### src/rtl/asynch_edge_detect_bank_if.sv
// asynch_edge_detect_bank_if: channel inputs, mode/clear/select controls and status outputs of the edge detector bank
interface asynch_edge_detect_bank_if #(
  parameter int CHANNELS  = 4,
  parameter int CNT_WIDTH = 8
);
  localparam int SEL_WIDTH = CHANNELS > 1 ? $clog2(CHANNELS) : 1;
  logic [CHANNELS-1:0]   ASYNC_IN;
  logic [2*CHANNELS-1:0] MODE_IN;
  logic [CHANNELS-1:0]   CLEAR_IN;
  logic [SEL_WIDTH-1:0]  COUNT_SEL_IN;
  logic [CHANNELS-1:0]   LEVEL_OUT;
  logic [CHANNELS-1:0]   DETECT_OUT;
  logic [CHANNELS-1:0]   PENDING_OUT;
  logic                  ANY_PENDING_OUT;
  logic [CNT_WIDTH-1:0]  COUNT_OUT;
  modport slave (
    input  ASYNC_IN, MODE_IN, CLEAR_IN, COUNT_SEL_IN,
    output LEVEL_OUT, DETECT_OUT, PENDING_OUT, ANY_PENDING_OUT, COUNT_OUT
  );
  modport master (
    output ASYNC_IN, MODE_IN, CLEAR_IN, COUNT_SEL_IN,
    input  LEVEL_OUT, DETECT_OUT, PENDING_OUT, ANY_PENDING_OUT, COUNT_OUT
  );
endinterface

### src/rtl/asynch_edge_detect_bank.sv
// asynch_edge_detect_bank: per-channel synchroniser, glitch filter, edge-mode detect, sticky pending flag and saturating counter
module asynch_edge_detect_bank #(
  parameter int CHANNELS      = 4,
  parameter int SYNC_STAGES   = 2,
  parameter int FILTER_CYCLES = 0,
  parameter int CNT_WIDTH     = 8,
  parameter bit INIT_LEVEL    = 1'b0
) (
  input logic SYNC_CLK_IN,
  input logic RESET_N_IN,
  asynch_edge_detect_bank_if.slave bus
);
  localparam int FW = FILTER_CYCLES > 0 ? $clog2(FILTER_CYCLES + 1) : 1;
  logic [CHANNELS-1:0][SYNC_STAGES-1:0] sync_q, sync_d;
  logic [CHANNELS-1:0][FW-1:0]          fcnt_q, fcnt_d;
  logic [CHANNELS-1:0][CNT_WIDTH-1:0]   cnt_q, cnt_d;
  logic [CHANNELS-1:0]                  lvl_q, lvl_d, det_q, det_d, pend_q, pend_d, sl, acc;
  logic [CNT_WIDTH-1:0]                 cout_q, cout_d;

  always_comb begin
    {sl, acc, lvl_d, det_d, pend_d} = '0;
    sync_d = '0;
    fcnt_d = '0;
    cnt_d  = '0;
    for (int i = 0; i < CHANNELS; i++) begin
      sl[i]     = sync_q[i][SYNC_STAGES-1];
      acc[i]    = sl[i] != lvl_q[i] && fcnt_q[i] == FW'(FILTER_CYCLES);
      sync_d[i] = {sync_q[i][SYNC_STAGES-2:0], bus.ASYNC_IN[i]};
      fcnt_d[i] = (sl[i] == lvl_q[i] || acc[i]) ? '0 : fcnt_q[i] + 1'b1;
      lvl_d[i]  = acc[i] ? sl[i] : lvl_q[i];
      // new level 1 is a rise (mode bit 0), new level 0 a fall (mode bit 1)
      det_d[i]  = acc[i] & (sl[i] ? bus.MODE_IN[2*i] : bus.MODE_IN[2*i+1]);
      pend_d[i] = det_q[i] | (pend_q[i] & ~bus.CLEAR_IN[i]);
      cnt_d[i]  = bus.CLEAR_IN[i] ? CNT_WIDTH'(det_q[i]) :
                  (det_q[i] && !(&cnt_q[i])) ? cnt_q[i] + 1'b1 : cnt_q[i];
    end
    cout_d = 32'(bus.COUNT_SEL_IN) < CHANNELS ? cnt_q[bus.COUNT_SEL_IN] : '0;
  end

  always_ff @(posedge SYNC_CLK_IN or negedge RESET_N_IN)
    if (!RESET_N_IN) begin
      sync_q <= {CHANNELS*SYNC_STAGES{INIT_LEVEL}};
      fcnt_q <= '0;
      lvl_q  <= {CHANNELS{INIT_LEVEL}};
      det_q  <= '0;
      pend_q <= '0;
      cnt_q  <= '0;
      cout_q <= '0;
    end else begin
      sync_q <= sync_d;
      fcnt_q <= fcnt_d;
      lvl_q  <= lvl_d;
      det_q  <= det_d;
      pend_q <= pend_d;
      cnt_q  <= cnt_d;
      cout_q <= cout_d;
    end

  assign bus.LEVEL_OUT       = lvl_q;
  assign bus.DETECT_OUT      = det_q;
  assign bus.PENDING_OUT     = pend_q;
  assign bus.ANY_PENDING_OUT = |pend_q;
  assign bus.COUNT_OUT       = cout_q;
endmodule

### src/flat_wrapper.sv
// flat-port wrapper written by rule: the top's interface ports become plain ports
module asynch_edge_detect_bank_flat 
#(
  parameter int CHANNELS      = 4,
  parameter int SYNC_STAGES   = 2,
  parameter int FILTER_CYCLES = 0,
  parameter int CNT_WIDTH     = 8,
  parameter bit INIT_LEVEL    = 1'b0
)
  (SYNC_CLK_IN, RESET_N_IN, bus_ASYNC_IN, bus_MODE_IN, bus_CLEAR_IN, bus_COUNT_SEL_IN, bus_LEVEL_OUT, bus_DETECT_OUT, bus_PENDING_OUT, bus_ANY_PENDING_OUT, bus_COUNT_OUT);
  asynch_edge_detect_bank_if #(.CHANNELS(CHANNELS), .CNT_WIDTH(CNT_WIDTH)) bus_i ();
  input logic SYNC_CLK_IN;
  input logic RESET_N_IN;
  input wire logic [$bits(bus_i.ASYNC_IN)-1:0] bus_ASYNC_IN;
  input wire logic [$bits(bus_i.MODE_IN)-1:0] bus_MODE_IN;
  input wire logic [$bits(bus_i.CLEAR_IN)-1:0] bus_CLEAR_IN;
  input wire logic [$bits(bus_i.COUNT_SEL_IN)-1:0] bus_COUNT_SEL_IN;
  output wire logic [$bits(bus_i.LEVEL_OUT)-1:0] bus_LEVEL_OUT;
  output wire logic [$bits(bus_i.DETECT_OUT)-1:0] bus_DETECT_OUT;
  output wire logic [$bits(bus_i.PENDING_OUT)-1:0] bus_PENDING_OUT;
  output wire logic [$bits(bus_i.ANY_PENDING_OUT)-1:0] bus_ANY_PENDING_OUT;
  output wire logic [$bits(bus_i.COUNT_OUT)-1:0] bus_COUNT_OUT;
  assign bus_i.ASYNC_IN = bus_ASYNC_IN;
  assign bus_i.MODE_IN = bus_MODE_IN;
  assign bus_i.CLEAR_IN = bus_CLEAR_IN;
  assign bus_i.COUNT_SEL_IN = bus_COUNT_SEL_IN;
  assign bus_LEVEL_OUT = bus_i.LEVEL_OUT;
  assign bus_DETECT_OUT = bus_i.DETECT_OUT;
  assign bus_PENDING_OUT = bus_i.PENDING_OUT;
  assign bus_ANY_PENDING_OUT = bus_i.ANY_PENDING_OUT;
  assign bus_COUNT_OUT = bus_i.COUNT_OUT;
  asynch_edge_detect_bank #(.CHANNELS(CHANNELS), .SYNC_STAGES(SYNC_STAGES), .FILTER_CYCLES(FILTER_CYCLES), .CNT_WIDTH(CNT_WIDTH), .INIT_LEVEL(INIT_LEVEL)) u_core (.SYNC_CLK_IN(SYNC_CLK_IN), .RESET_N_IN(RESET_N_IN), .bus(bus_i));
endmodule
### config.mk
export PLATFORM = sky130hd
export DESIGN_NAME = asynch_edge_detect_bank_flat
export DESIGN_NICKNAME = d
export VERILOG_FILES = /design/src/rtl/asynch_edge_detect_bank_if.sv /design/src/rtl/asynch_edge_detect_bank.sv /design/src/flat_wrapper.sv
export SDC_FILE = /design/constraint.sdc
export NUM_CORES = 1
export LEC_CHECK = 0
export CAP_MARGIN = 15
export CORE_MARGIN = 3
export CORE_UTILIZATION = 50
export CTS_CLUSTER_DIAMETER = 50
export CTS_CLUSTER_SIZE = 40
export DETAILED_ROUTE_END_ITERATION = 8
export HOLD_SLACK_MARGIN = 0.02
export MAX_ROUTING_LAYER = met4
export PLACE_DENSITY = 0.74
export SYNTH_ARGS = -nofsm -noshare
export SYNTH_HDL_FRONTEND = slang
export SYNTH_SLANG_ARGS = --single-unit
### constraint.sdc
create_clock -name SYNC_CLK_IN -period 2.2 [get_ports SYNC_CLK_IN]
set_clock_uncertainty 0.05 [all_clocks]
set_input_delay 0.55 -clock SYNC_CLK_IN [delete_from_list [all_inputs] [get_ports SYNC_CLK_IN]]
set_output_delay 0.55 -clock SYNC_CLK_IN [all_outputs]
set_load 0.05 [all_outputs]
### After elaboration in Yosys (flattened, before gate mapping)

Index checks and enable logic that the tools add are counted.

| word-level totals | value |
|---|---|
| register bits after elaboration | 64 |

| operators by class | value |
|---|---|
| order comparisons | 1 |
| bitwise operators | 20 |
| equal/unequal tests | 8 |
| reductions and logical operators | 25 |
| add/subtract/negate cells | 8 |
| multiplexer cells | 18 |

Operators with widths:

| cell | number |
|---|---|
| $mux 8 | 9 |
| $add 8x1->8 const B | 4 |
| $reduce_and 8->1 | 4 |
| $bmux 8 s2 | 1 |
| $and 1x1->1 | 8 |
| $logic_and 1x1->1 | 8 |
| $mux 1 | 8 |
| $not 1->1 | 8 |
| $reduce_bool 2->1 | 4 |
| $add 1x1->1 const B | 4 |
| $eq 1x1->1 | 4 |
| $logic_not 1->1 | 4 |
| $logic_or 1x1->1 | 4 |
| $ne 1x1->1 | 4 |
| $or 1x1->1 | 4 |
| $reduce_or 4->1 | 1 |
| $lt 2x3->1 const B | 1 |

### Longest topological paths before layout

| logic depth | value |
|---|---|
| depth in word-level cells | 5 |
| mapped depth | 4 |
| depth with buffers taken out | 4 |

### Worst setup path before layout

Ideal clock, no wire load.

| timing path | value |
|---|---|
| kind | reg2out |
| from | register u_core.pend_q[0] (netlist: u_core.bus.PENDING_OUT[0]) |
| to | output bus_ANY_PENDING_OUT |
| data arrival time | 1.386 ns |
| required time | 1.600 ns |
| stages on the path, launching flop included | 2 |
| path slack | 0.214 ns |
| path buffers | 0 |
| cells stage by stage | dfrtp_1 > or4_1 |

| on the way | value |
|---|---|
| word-level cells in the longest chain between the ends | 1 |

Ends and longest elaborated chain:

| element | RTL line | text |
|---|---|---|
| from (decl) | asynch_edge_detect_bank.sv:17 | `logic [CHANNELS-1:0] lvl_q, lvl_d, det_q, det_d, pend_q, pend_d, sl, acc;` |
| from (signal assigned) | asynch_edge_detect_bank.sv:54 | `pend_q <= pend_d;` |
| $reduce_or 4->1 | asynch_edge_detect_bank.sv:62 | `assign bus.ANY_PENDING_OUT = \|pend_q;` |
| to (decl) | flat_wrapper.sv:21 | `output wire logic [$bits(bus_i.ANY_PENDING_OUT)-1:0] bus_ANY_PENDING_OUT;` |

No other way between the ends.

### Worst setup path after layout

| timing path | value |
|---|---|
| from | register u_core.pend_q[3] (netlist: u_core.bus.PENDING_OUT[3]) |
| to | output bus_PENDING_OUT[3] |

RTL lines:

| element | RTL line | text |
|---|---|---|
| to (decl) | flat_wrapper.sv:20 | `output wire logic [$bits(bus_i.PENDING_OUT)-1:0] bus_PENDING_OUT;` |

No word-level cell between the ends.

==> impl_results.md <==
- Status: completed
- Crit-path max FO: 3
- Worst hold path class: in2async
- Worst EP required: 1600 ps
- Root Buffer: clkbuf_8
- Cell taking the most area after synthesis: dfrtp_1
- RePlAce Congestion: roughly 0.81
- CP cell instances: clkdlybuf4s50_1
- Hpwl dp: between 4000 and 5000 um
- Setup TNS: 0 ps
- P_leak: around 0.0017 uW
- Synth Area in Simple Gates: 0.1829
- CTS buffer count: 9
- Clk_lat worst skew: about 330 ps
- Final hold viol count: 0
- CTS tree: built
- XOR/XNOR share of the synthesized area: 0
- Fill cell count: ~450
- Crit Path Category: reg2out
- Worst-case clock buffer depth: 2
- Max-Cap Viols: 0
- Multiplexer share of the synthesized area: 0.1121
- Synth-to-Final Area Change: 22.79%
- Die width: around 84 um
- Initial antenna violation count: 0
- Post-cts resize count: 0
- Largest cells by area after synthesis: dfrtp_1, mux4_2, a21oi_1
- Initial Utilization: 0.5351
- Routed WL per cell: between 15 and 20 um
- PortBufs: 40
- Setup Viol. Count Final: 0
- Compound-Gate Fraction of Synth Area: 0.1356
- Syn Inst Count: between 200 and 300
- H-tree depth: 3
- Max-slew headroom: 0.6657
- First-pass GRT wire length: approximately 10000 um
- Layout cells sized above 1: 0.1576
- Inst Count DP: roughly 370
- Crit path arrival time: ~1500 ps
- Total wire length: about 6100 um
- # rows: 27
- RSZ-0062 raised after global routing: no
- Vias in the first global route: approximately 2100
- Seq cells post-synth: 64
- Int Power: roughly 2000 uW
- Residual DRC: 0
- Total GRT Usage: 0.1891
- Total grt overflow: 0
- Hold bufs inserted after CTS: 0
- Diodes inserted: 0
- CP max-delay cell: clkdlybuf4s50_1
- Syn. warnings: 0
- Adder-Cell Fraction of Synth Area: 0.01648
- Sequential power share: 0.479
- Area of the core: between 5000 and 6000 um2
- Main combinational cell family by area after synthesis: simple AND/OR/NAND/NOR gates
- CP Launch Type: register
- Main flop type after synthesis: dfrtp_1
- Pin count of the biggest net entering global routing: 65
- CTS Sinks: 64
- Mean Syn Cell Area: around 12 um2
- Vias per inst: ~5.9
- Peak VDD IR: ~410 uV
- Max incr delay on CP: approximately 800 ps
- Top cell type's share of synthesized area: 0.5274
- Switching share of power: 0.2413
- Post-synth EDFFs: 0
- Post-CTS Setup Bufs: 0
- Die height: 83.93 um
- Worst Path Buf+Inv: 1
- Final worst-path cycle share: 0.9655
- Synth async-reset ratio: 1.000
- Die area: a little over 7000 um2
- Fmax: around 0.47 GHz
- Non-Filler Instances: approximately 380
- Total power: ~2700 uW
- Min Tclk post-route: between 2000 and 2500 ps
- Fin nets: 330
- Crit end category: output pin
- Post-route ant nets: 0
- Sw power: ~640 uW
- Drt pass-1 iters: 4
- Slew Viols, Final: 0
- Post-Syn Area: just over 3000 um2
- Clk pwr share: 0.405
- Register area share after synthesis: 0.5274
- Worst Max-Slew Pin Slew: around 500 ps
- Vias: between 2000 and 2500
- Pwr/cell area: a little over 700 nW/um2
- Logic pwr share: 0.116
- I/O Pins: 41
- Crit path max-delay family: buffers and inverters
- Clock-pin transition on the worst setup and hold timing paths: about 60 ps
- Synth cell types: 50
- Initial DRC Count: roughly 170
## cells in the final DEF (no fill, tap or decap), types with 6 or more instances in the layout
cell,n
inv_1,8
clkdlybuf4s50_1,31
mux4_2,7
nor3_1,9
nand3b_1,9
clkbuf_8,10
dfrtp_1,64
nand4_1,6
and4_1,8
nand2_1,20
buf_4,8
nor2b_1,8
nand3_1,6
nor2_1,6
a211oi_1,9
a21oi_1,18
## kinds of logic (layout without fill, tap and decap cells)
logic type / Yosys count / after routing
simple gates: 92 / 92
flops: 64 / 64
compound gates: 59 / 59
mux: 21 / 21
buf+inv: 15 / 67
fa+ha+maj: 4 / 4
other cells: 1 / 4
## worst paths after layout
check / from / to / slack (ps) / depth (start not counted)
setup / recovery: u_core.bus.PENDING_OUT[3]$_DFF_PN0_ / bus_PENDING_OUT[3] / 80 / 1
hold / removal: RESET_N_IN / u_core.sl[0]$_DFF_PN0_ / 180 / 2
setup reg to reg: u_core.cnt_q[24]$_DFFE_PN0P_ / u_core.cnt_q[29]$_DFFE_PN0P_ / 450 / 4
hold reg to reg: u_core.sync_d[1]$_DFF_PN0_ / u_core.sl[0]$_DFF_PN0_ / 300 / 0
max in group asynchronous: RESET_N_IN / u_core.bus.PENDING_OUT[1]$_DFF_PN0_ / 1660 / 2
min in group SYNC_CLK_IN: u_core.sync_d[1]$_DFF_PN0_ / u_core.sl[0]$_DFF_PN0_ / 300 / 0
## power groups by stage
stage / Sequential [uW] / Clock, uW / Combinational (uW)
after floorplan: 1360 / 0 / 101
after global placement: 1290 / 0 / 307
after detailed placement: 1300 / 0 / 312
after CTS: 1280 / 1120 / 314
after global routing: 1280 / 1170 / 332
final: 1280 / 1080 / 309
## flip-flops by register name, indices dropped and copies added (netlist names)
name / flops
u_core.fcnt_q: 4
u_core.bus.LEVEL_OUT: 4
u_core.cnt_q: 32
u_core.sl: 4
u_core.sync_d: 4
u_core.bus.COUNT_OUT: 8
u_core.bus.PENDING_OUT: 4
u_core.bus.DETECT_OUT: 4
## layer usage
| metal | share of wire | wire length (um) | vias to the layer above | global-route usage |
|---|---|---|---|---|
| met1 | 0.47 | 2822 | 1115 | 0.2515 |
| met4 | 0.012 | 71 | 0 | 0.06871 |
| met2 | 0.48 | 2942 | 53 | 0.2842 |
| li1 | - | - | 1076 | - |
| met3 | 0.038 | 232 | 7 | 0.04541 |
| met5 | 0 | 0 | - | - |
## cell type report
class	instances	area, um2	area share
flip-flops and latches	64	1602	0.4295
multi-input cells	180	1373	0.3681
repair buffers	43	420.4	0.1128
clock buffers	13	148.9	0.03993
well taps	72	90.09	0.02416
clock inverters	3	65.06	0.01745
inverters	8	30.03	0.008054
## cell usage after synthesis, drive strengths merged (7+ instances only)
cell,count
and3,7
and4,8
a211oi,11
mux4,8
nor3,9
nand3b,9
nor2b,8
nand4,8
nand2,20
mux2,9
a21oi,20
dfrtp,64
inv,8
## through the flow
step,util,hold slack (ps),setup slack [ps],area [um2]
floorplan,-,204.4,214.5,3048
global placement,0.6184,281.6,267.7,3510
detailed placement,0.6184,286.5,254.9,3510
CTS,0.6561,172.7,10.68,3724
global route,0.6570,189.5,19.56,3729
finish,0.6570,178.3,75.94,3729
No activity file was read; power rests on OpenSTA's default activity.
